**config.mk**
```make
export PLATFORM = sky130hd
export DESIGN_NAME = qoi_chunk_window
export DESIGN_NICKNAME = d
export VERILOG_FILES = /design/src/rtl/qoi_pkg.sv /design/src/rtl/qoi_hdr_parser.sv /design/src/rtl/qoi_chunk_window.sv
export SDC_FILE = /design/constraint.sdc
export NUM_CORES = 1
export LEC_CHECK = 0
export ABC_AREA = 1
export CORE_MARGIN = 2
export CORE_UTILIZATION = 47
export DETAILED_ROUTE_END_ITERATION = 12
export PLACE_DENSITY = 0.79
export SYNTH_ARGS = -nofsm -noshare
export SYNTH_HDL_FRONTEND = slang
export SYNTH_SLANG_ARGS = --single-unit
```
**constraint.sdc**
```tcl
create_clock -name clk -period 4.4 [get_ports clk]
set_input_delay 1.1 -clock clk [delete_from_list [all_inputs] [get_ports clk]]
set_output_delay 1.1 -clock clk [all_outputs]
set_load 0.02 [all_outputs]
```
**src/rtl/qoi_pkg.sv**
```systemverilog
// qoi_pkg: shared constants and types for the QOI decode front end.
//   - QOI chunk opcodes (8-bit tags and the 2-bit tag mask)
//   - file magic "qoif", header length, maximum chunk length
//   - window FSM state encoding
package qoi_pkg;

  localparam logic [7:0] QOI_OP_INDEX = 8'h00;
  localparam logic [7:0] QOI_OP_DIFF  = 8'h40;
  localparam logic [7:0] QOI_OP_LUMA  = 8'h80;
  localparam logic [7:0] QOI_OP_RUN   = 8'hC0;
  localparam logic [7:0] QOI_OP_RGB   = 8'hFE;
  localparam logic [7:0] QOI_OP_RGBA  = 8'hFF;
  localparam logic [7:0] QOI_OP_MASK2 = 8'hC0;

  // Element 0 is the first byte on the wire ('q').
  localparam logic [3:0][7:0] QOI_MAGIC = {8'h66, 8'h69, 8'h6F, 8'h71};

  localparam int QOI_HDR_LEN   = 14;
  localparam int QOI_MAX_CHUNK = 5;

  typedef enum logic [1:0] {
    ST_HDR    = 2'd0,
    ST_STREAM = 2'd1,
    ST_DRAIN  = 2'd2
  } qoi_state_e;

endpackage

```
**src/rtl/qoi_hdr_parser.sv**
```systemverilog
// qoi_hdr_parser: counts the 14 QOI header bytes, checks the magic and
// captures the big-endian image fields. Built only with QOI_HEADER_SKIP_EN.
//   clk, rst        : clock, synchronous active-high reset
//   byte_en         : a header byte is accepted this cycle
//   in_byte, in_last: the byte and its end-of-file flag
//   img_*           : captured header fields (registered)
//   hdr_done        : header fully parsed (sticky until reset)
//   hdr_err         : sticky, bad magic or file ended inside header
//   hdr_complete    : combinational, byte 13 accepted this cycle
`ifdef QOI_HEADER_SKIP_EN
module qoi_hdr_parser
  import qoi_pkg::*;
(
  input  logic        clk,
  input  logic        rst,
  input  logic        byte_en,
  input  logic [7:0]  in_byte,
  input  logic        in_last,
  output logic [31:0] img_width,
  output logic [31:0] img_height,
  output logic [7:0]  img_channels,
  output logic [7:0]  img_colorspace,
  output logic        hdr_done,
  output logic        hdr_err,
  output logic        hdr_complete
);

  logic [3:0]  cnt_q, cnt_d;
  logic [31:0] width_q, width_d, height_q, height_d;
  logic [7:0]  chan_q, chan_d, cs_q, cs_d;
  logic        done_q, done_d, err_q, err_d;

  always_comb begin
    cnt_d        = cnt_q;
    width_d      = width_q;
    height_d     = height_q;
    chan_d       = chan_q;
    cs_d         = cs_q;
    done_d       = done_q;
    err_d        = err_q;
    hdr_complete = 1'b0;
    if (byte_en) begin
      if (in_last) begin
        // File ended inside the header: flag it and wait for a fresh header.
        err_d = 1'b1;
        cnt_d = 4'd0;
      end else begin
        cnt_d = cnt_q + 4'd1;
        case (cnt_q)
          4'd0, 4'd1, 4'd2, 4'd3:
            if (in_byte != QOI_MAGIC[cnt_q[1:0]]) err_d = 1'b1;
          4'd4, 4'd5, 4'd6, 4'd7:     width_d  = {width_q[23:0], in_byte};
          4'd8, 4'd9, 4'd10, 4'd11:   height_d = {height_q[23:0], in_byte};
          4'd12:                      chan_d   = in_byte;
          default: begin
            cs_d         = in_byte;
            done_d       = 1'b1;
            cnt_d        = 4'd0;
            hdr_complete = 1'b1;
          end
        endcase
      end
    end
  end

  always_ff @(posedge clk) begin
    if (rst) begin
      cnt_q    <= '0;
      width_q  <= '0;
      height_q <= '0;
      chan_q   <= '0;
      cs_q     <= '0;
      done_q   <= 1'b0;
      err_q    <= 1'b0;
    end else begin
      cnt_q    <= cnt_d;
      width_q  <= width_d;
      height_q <= height_d;
      chan_q   <= chan_d;
      cs_q     <= cs_d;
      done_q   <= done_d;
      err_q    <= err_d;
    end
  end

  assign img_width      = width_q;
  assign img_height     = height_q;
  assign img_channels   = chan_q;
  assign img_colorspace = cs_q;
  assign hdr_done       = done_q;
  assign hdr_err        = err_q;

endmodule
`endif

```
**src/rtl/qoi_chunk_window.sv**
```systemverilog
// qoi_chunk_window: byte-stream front end for qoi_decoder. Buffers the
// compressed file in a DEPTH-byte shift window, presents the oldest 5 bytes
// as chunk[4:0] and drops the bytes the decoder reports consumed.
// Optional header stripping is built when QOI_HEADER_SKIP_EN is defined.
//   clk, rst                 : clock, synchronous active-high reset
//   in_byte/in_valid/in_last : input byte stream, in_ready back-pressure
//   chunk, chunk_avail       : window bytes (chunk[0] oldest), bytes held
//   chunk_valid              : window presentable to the decoder
//   chunk_len_consumed       : bytes consumed this cycle (0..5)
//   stream_done              : pulse when the last file byte leaves
//   underflow_err            : sticky, decoder consumed more than held
//   img_*, hdr_done, hdr_err : header fields and status
module qoi_chunk_window
  import qoi_pkg::*;
#(
  parameter int DEPTH = 8
) (
  input  logic            clk,
  input  logic            rst,
  input  logic [7:0]      in_byte,
  input  logic            in_valid,
  input  logic            in_last,
  output logic            in_ready,
  output logic [4:0][7:0] chunk,
  output logic [3:0]      chunk_avail,
  output logic            chunk_valid,
  input  logic [2:0]      chunk_len_consumed,
  output logic            stream_done,
  output logic            underflow_err,
  output logic [31:0]     img_width,
  output logic [31:0]     img_height,
  output logic [7:0]      img_channels,
  output logic [7:0]      img_colorspace,
  output logic            hdr_done,
  output logic            hdr_err
);

  localparam int         WW      = 8 * DEPTH;
  localparam logic [4:0] DEPTH_F = 5'(DEPTH);
`ifdef QOI_HEADER_SKIP_EN
  localparam qoi_state_e ST_ENTRY = ST_HDR;
`else
  localparam qoi_state_e ST_ENTRY = ST_STREAM;
`endif

  qoi_state_e    state_q, state_d;
  logic [4:0]    fill_q, fill_d;
  logic [WW-1:0] win_q, win_d;
  logic [3:0]    avail_q, avail_d;
  logic          done_q, done_d, uf_q, uf_d;
  logic          accept, to_win, uf_now, hdr_complete;
  logic [4:0]    len_ext, cons, wr_idx;

  // Handshake decodes registered state only; no path from the consume input.
  always_comb begin
    chunk_valid = 1'b0;
    case (state_q)
      ST_STREAM: chunk_valid = fill_q >= 5'(QOI_MAX_CHUNK);
      ST_DRAIN:  chunk_valid = fill_q != 5'd0;
      default:   chunk_valid = 1'b0;
    endcase
    in_ready = (fill_q < DEPTH_F) && (state_q != ST_DRAIN);
  end

  always_comb begin
    accept  = in_valid && in_ready;
    to_win  = accept && (state_q != ST_HDR);
    len_ext = {2'b00, chunk_len_consumed};
    uf_now  = chunk_valid && (len_ext > fill_q);
    // An over-consume drains exactly what is held, so fill_next == accept.
    cons    = !chunk_valid ? 5'd0 : (uf_now ? fill_q : len_ext);
    wr_idx  = fill_q - cons;

    // Shift down by cons bytes (zeros enter at the top so empty slots read 0),
    // then drop the new byte at the first free slot.
    win_d = win_q >> {cons, 3'b000};
    if (to_win) win_d = win_d | ({{(WW-8){1'b0}}, in_byte} << {wr_idx, 3'b000});

    fill_d  = fill_q - cons + {4'd0, to_win};
    avail_d = (fill_d > 5'd15) ? 4'hF : fill_d[3:0];
    uf_d    = uf_q | uf_now;

    state_d = state_q;
    done_d  = 1'b0;
    case (state_q)
      ST_HDR:    if (hdr_complete) state_d = ST_STREAM;
      ST_STREAM: if (accept && in_last) state_d = ST_DRAIN;
      ST_DRAIN:  if (fill_d == 5'd0) begin
                   state_d = ST_ENTRY;
                   done_d  = 1'b1;
                 end
      default:   state_d = ST_ENTRY;
    endcase
  end

  always_ff @(posedge clk) begin
    if (rst) begin
      state_q <= ST_ENTRY;
      fill_q  <= '0;
      win_q   <= '0;
      avail_q <= '0;
      done_q  <= 1'b0;
      uf_q    <= 1'b0;
    end else begin
      state_q <= state_d;
      fill_q  <= fill_d;
      win_q   <= win_d;
      avail_q <= avail_d;
      done_q  <= done_d;
      uf_q    <= uf_d;
    end
  end

  assign chunk         = win_q[39:0];
  assign chunk_avail   = avail_q;
  assign stream_done   = done_q;
  assign underflow_err = uf_q;

`ifdef QOI_HEADER_SKIP_EN
  qoi_hdr_parser u_hdr (
    .clk            (clk),
    .rst            (rst),
    .byte_en        (accept && (state_q == ST_HDR)),
    .in_byte        (in_byte),
    .in_last        (in_last),
    .img_width      (img_width),
    .img_height     (img_height),
    .img_channels   (img_channels),
    .img_colorspace (img_colorspace),
    .hdr_done       (hdr_done),
    .hdr_err        (hdr_err),
    .hdr_complete   (hdr_complete)
  );
`else
  assign img_width      = '0;
  assign img_height     = '0;
  assign img_channels   = '0;
  assign img_colorspace = '0;
  assign hdr_done       = 1'b1;
  assign hdr_err        = 1'b0;
  assign hdr_complete   = 1'b0;
`endif

endmodule

```
==> reports/metrics.csv <==
stage,metric,value,unit
outcome,outcome,"complete, no violations",
finish,antenna_cells,0,
floorplan,die_h,119,µm
cts,worstSkewPairLatency,0.35,ns
setup_path,cp-startpoint,chunk_len_consumed[2],
power,power.density,775,mW/mm²
sta,worst_slew_pin_slew,0.809,ns
cts,cts_buffer_depth,2,
setup_path,timing.rr.start,fill_q[1],
logic_synthesis,yosysTopAreaCell,dfxtp_1,
finish,drive_gt1_share,5.85,%
power,power.internal,0.00249,W
cts,ctsHoldBuffers,0,
cts,cts_setup_buffers,0,
grt,grt_usage,23.2,%
cts,clkSinkCount,77,
floorplan,die_w,119,µm
routing,wire_per_inst,14.7,µm
cts,cts_tree,built,
setup_path,critPathKind,in2reg,
logic_synthesis,synthCells,970,
setup_path,arrival,4.34,ns
placed_design,dpl.cell_count,1118,
routing,viasPerCell,5.40,
finish,final-instance-count-excl-fill,1134,
grt,antenna_found_initial,0,
logic_synthesis,ys_ff_latch,77,
logic_synthesis,synth_warnings,0,
sta,setup_viol,0,
worst_hold_path,worstHoldPathType,reg2reg,
power,power_frac_seq,21.2,%
power,p_clk_share,15.0,%
placed_design,placed_cell_area,0.00630,mm²
logic_synthesis,synthTopCellsByArea,"dfxtp_1 25%, buf_4 16%, nand2_1 15%, nand3_1 14%, nand4_1 6.4%",
job,cap_violations,0,
floorplan,row_count,42,
finish,finalInstanceArea,0.00661,mm²
cts,cts_root_buf,clkbuf_16,
placed_design,dp_hpwl,10300,µm
routing,drt-pass1-iter-count,6,
logic_synthesis,avgSynthCellArea,6.43,µm²
floorplan,die_area,0.0142,mm²
placed_design,place_congestion,0.874,
routing,ant_nets,0,
logic_synthesis,yosys.area.top_type_share,24.7,%
routing,remaining_drc_errors,0,
sta,grt_setup_unrepaired,no,
power,power_switching,0.00263,W
sta,hold_ws,0.469,ns
routing,wl,16700,µm
power,leakage,2.95,nW
logic_synthesis,seq_area_frac_synth,24.7,%
cts,htreeDepth,3,
cts,cts-resized-gates,0,
grt,grt_max_degree,73,
floorplan,ios,145,
placed_design,portBuffers,62,
finish,synthToLayoutAreaGrowth,5.83,%
floorplan,coreArea,0.0131,mm²
sta,period_share,91.7,%
grt,grt_pass1_wl,26900,µm
sta,period_needed,4.04,ns
power,peakVddDrop,506,µV
sta,fin_skew,0.0119,ns
sta,finalHoldViolations,0,
grt,grt-ovfl-total,0,
routing,vias,6120,
setup_path,cp-end-kind,register,
logic_synthesis,ys_types,34,
sta,relSlewSlack,46.1,%
sta,setup_tns,0,ns
sta,maxSlewViolCount,0,
routing,drt_iter0_drc,892,
sta,fmax,0.248,GHz
setup_path,crit_path_start_kind,input pin,
worst_hold_path,hold_start,underflow_err,
logic_synthesis,synth_area,0.00624,mm²
setup_path,worstPathMaxFanout,32,
cts,path_clk_slew,0.06,ns
finish,n_fill_cell,1331,
cts,cts_inserted_buffers,9,
power,comb_power_share,63.8,%
power,p_sw_share,51.4,%
grt,grt_pass1_vias,5352,
finish,finalNetCount,981,
setup_path,required,4.70,ns
floorplan,start_util,47.7,%
-- cell type report --
cell class / instances / area [µm²] / share of cell area (%)
clock buffers: 11 / 243 / 3.67
clock inverters: 5 / 57.6 / 0.871
inverters: 71 / 267 / 4.03
multi-input cells: 711 / 3440 / 52.1
flip-flops and latches: 77 / 1540 / 23.3
well taps: 176 / 220 / 3.33
repair buffers: 83 / 836 / 12.7
-- Yosys cell counts, drive strengths merged --
library cell / count
nor3: 3
dfxtp: 77
xor2: 1
conb: 2
nand2: 254
nand4: 64
nand3b: 1
xnor2: 1
fa: 1
nand3: 173
buf: 173
o21ai: 8
ha: 12
clkinv: 2
o21a: 1
a21oi: 60
inv: 69
nor4: 30
clkbuf: 19
and2: 1
a22oi: 2
nor2: 16
-- flip-flops by register name, indices dropped and copies added, names as in the netlist --
name and flops:
chunk_avail 4, fill_q 5, state_q 2, stream_done 1, underflow_err 1, win_q 64
-- worst max-delay path: stages --
cell	delay (ns)
clkdlybuf4s50_1	0.43
ha_1	0.34
a21oi_1	0.17
nand2_1	0.11
nand2_2	0.09
buf_4	0.13
nand2_1	0.05
o21ai_1	0.09
nand2_2	0.10
fa_1	0.43
nand3_1	0.12
nand2_1	0.07
nand2_1	0.06
nand2_1	0.08
buf_12	0.18
nor4_1	0.41
nand2_1	0.14
nand3_1	0.11
nand2_1	0.05
inv_1	0.06
-- cells by family (layout without fill, tap and decap cells) --
kind of cell | Yosys count | in the layout | synth area share [%]
other | 2 | 83 | 0.120
AOI/OAI and AO/OA | 71 | 71 | 5.99
xor gates and xnor gates | 2 | 2 | 0.521
adders and majority gates | 13 | 13 | 2.73
DFF | 77 | 77 | 24.7
buffers and inverters | 263 | 170 | 25.1
and+or+nand+nor | 542 | 542 | 40.8
-- per-layer routing --
metal	up-vias	share of wire (%)	GRT usage, %
li1	3009	-	-
met1	2761	44	33.7
met2	329	44	34.0
met3	21	10	5.84
met4	0	1.3	6.47
met5	-	0	0
-- power by group through the flow --
stage	clock network [W]	registers [W]	logic, W
after floorplan	0	0.00106	0.00256
after global placement	0	0.00109	0.00319
after detailed placement	0	0.00109	0.00321
after CTS	0.000778	0.00108	0.00323
after global routing	0.000807	0.00111	0.00358
final	0.000766	0.00109	0.00327
-- path summary, 6_finish.rpt --
kind	to	slack (ns)	depth (start not counted)
hold reg to reg	underflow_err	0.47	1
hold / removal	underflow_err	0.47	1
setup / recovery	win_q[4]	0.36	20
setup reg to reg	win_q[4]	1.04	22
-- cell usage in the layout, fill, tap and decap left out --
cell,n
nor2_1,13
xnor2_2,1
nand2_1,249
nand3_4,1
ha_1,12
o21ai_0,5
clkinv_1,2
clkbuf_1,1
fa_1,1
buf_2,1
nand3_2,1
inv_6,1
nor2_2,2
xor2_2,1
nand3_1,171
buf_4,16
nor2_8,1
bufinv_16,1
nor3_2,1
inv_1,64
dfxtp_1,77
a21oi_1,59
and2_1,1
nand2_2,5
clkinv_4,1
clkdlybuf4s50_1,61
o21ai_1,3
conb_1,83
clkbuf_8,1
clkinv_2,2
nand3b_1,1
buf_12,5
nand4_1,64
a22oi_1,2
inv_2,5
nor4_1,30
o21a_1,1
nor3_1,2
a21oi_4,1
clkbuf_16,9
-- metrics by stage --
step	util (%)	power, W	setup WS [ns]
after floorplan	-	0.00362	0.118
after global placement	48.2	0.00429	0.174
after detailed placement	48.2	0.00431	0.0422
after CTS	50.5	0.00509	0.411
after global routing	50.5	0.00549	0.0864
final	50.5	0.00512	0.364
Note: power is estimated with default switching activity, not from simulation.
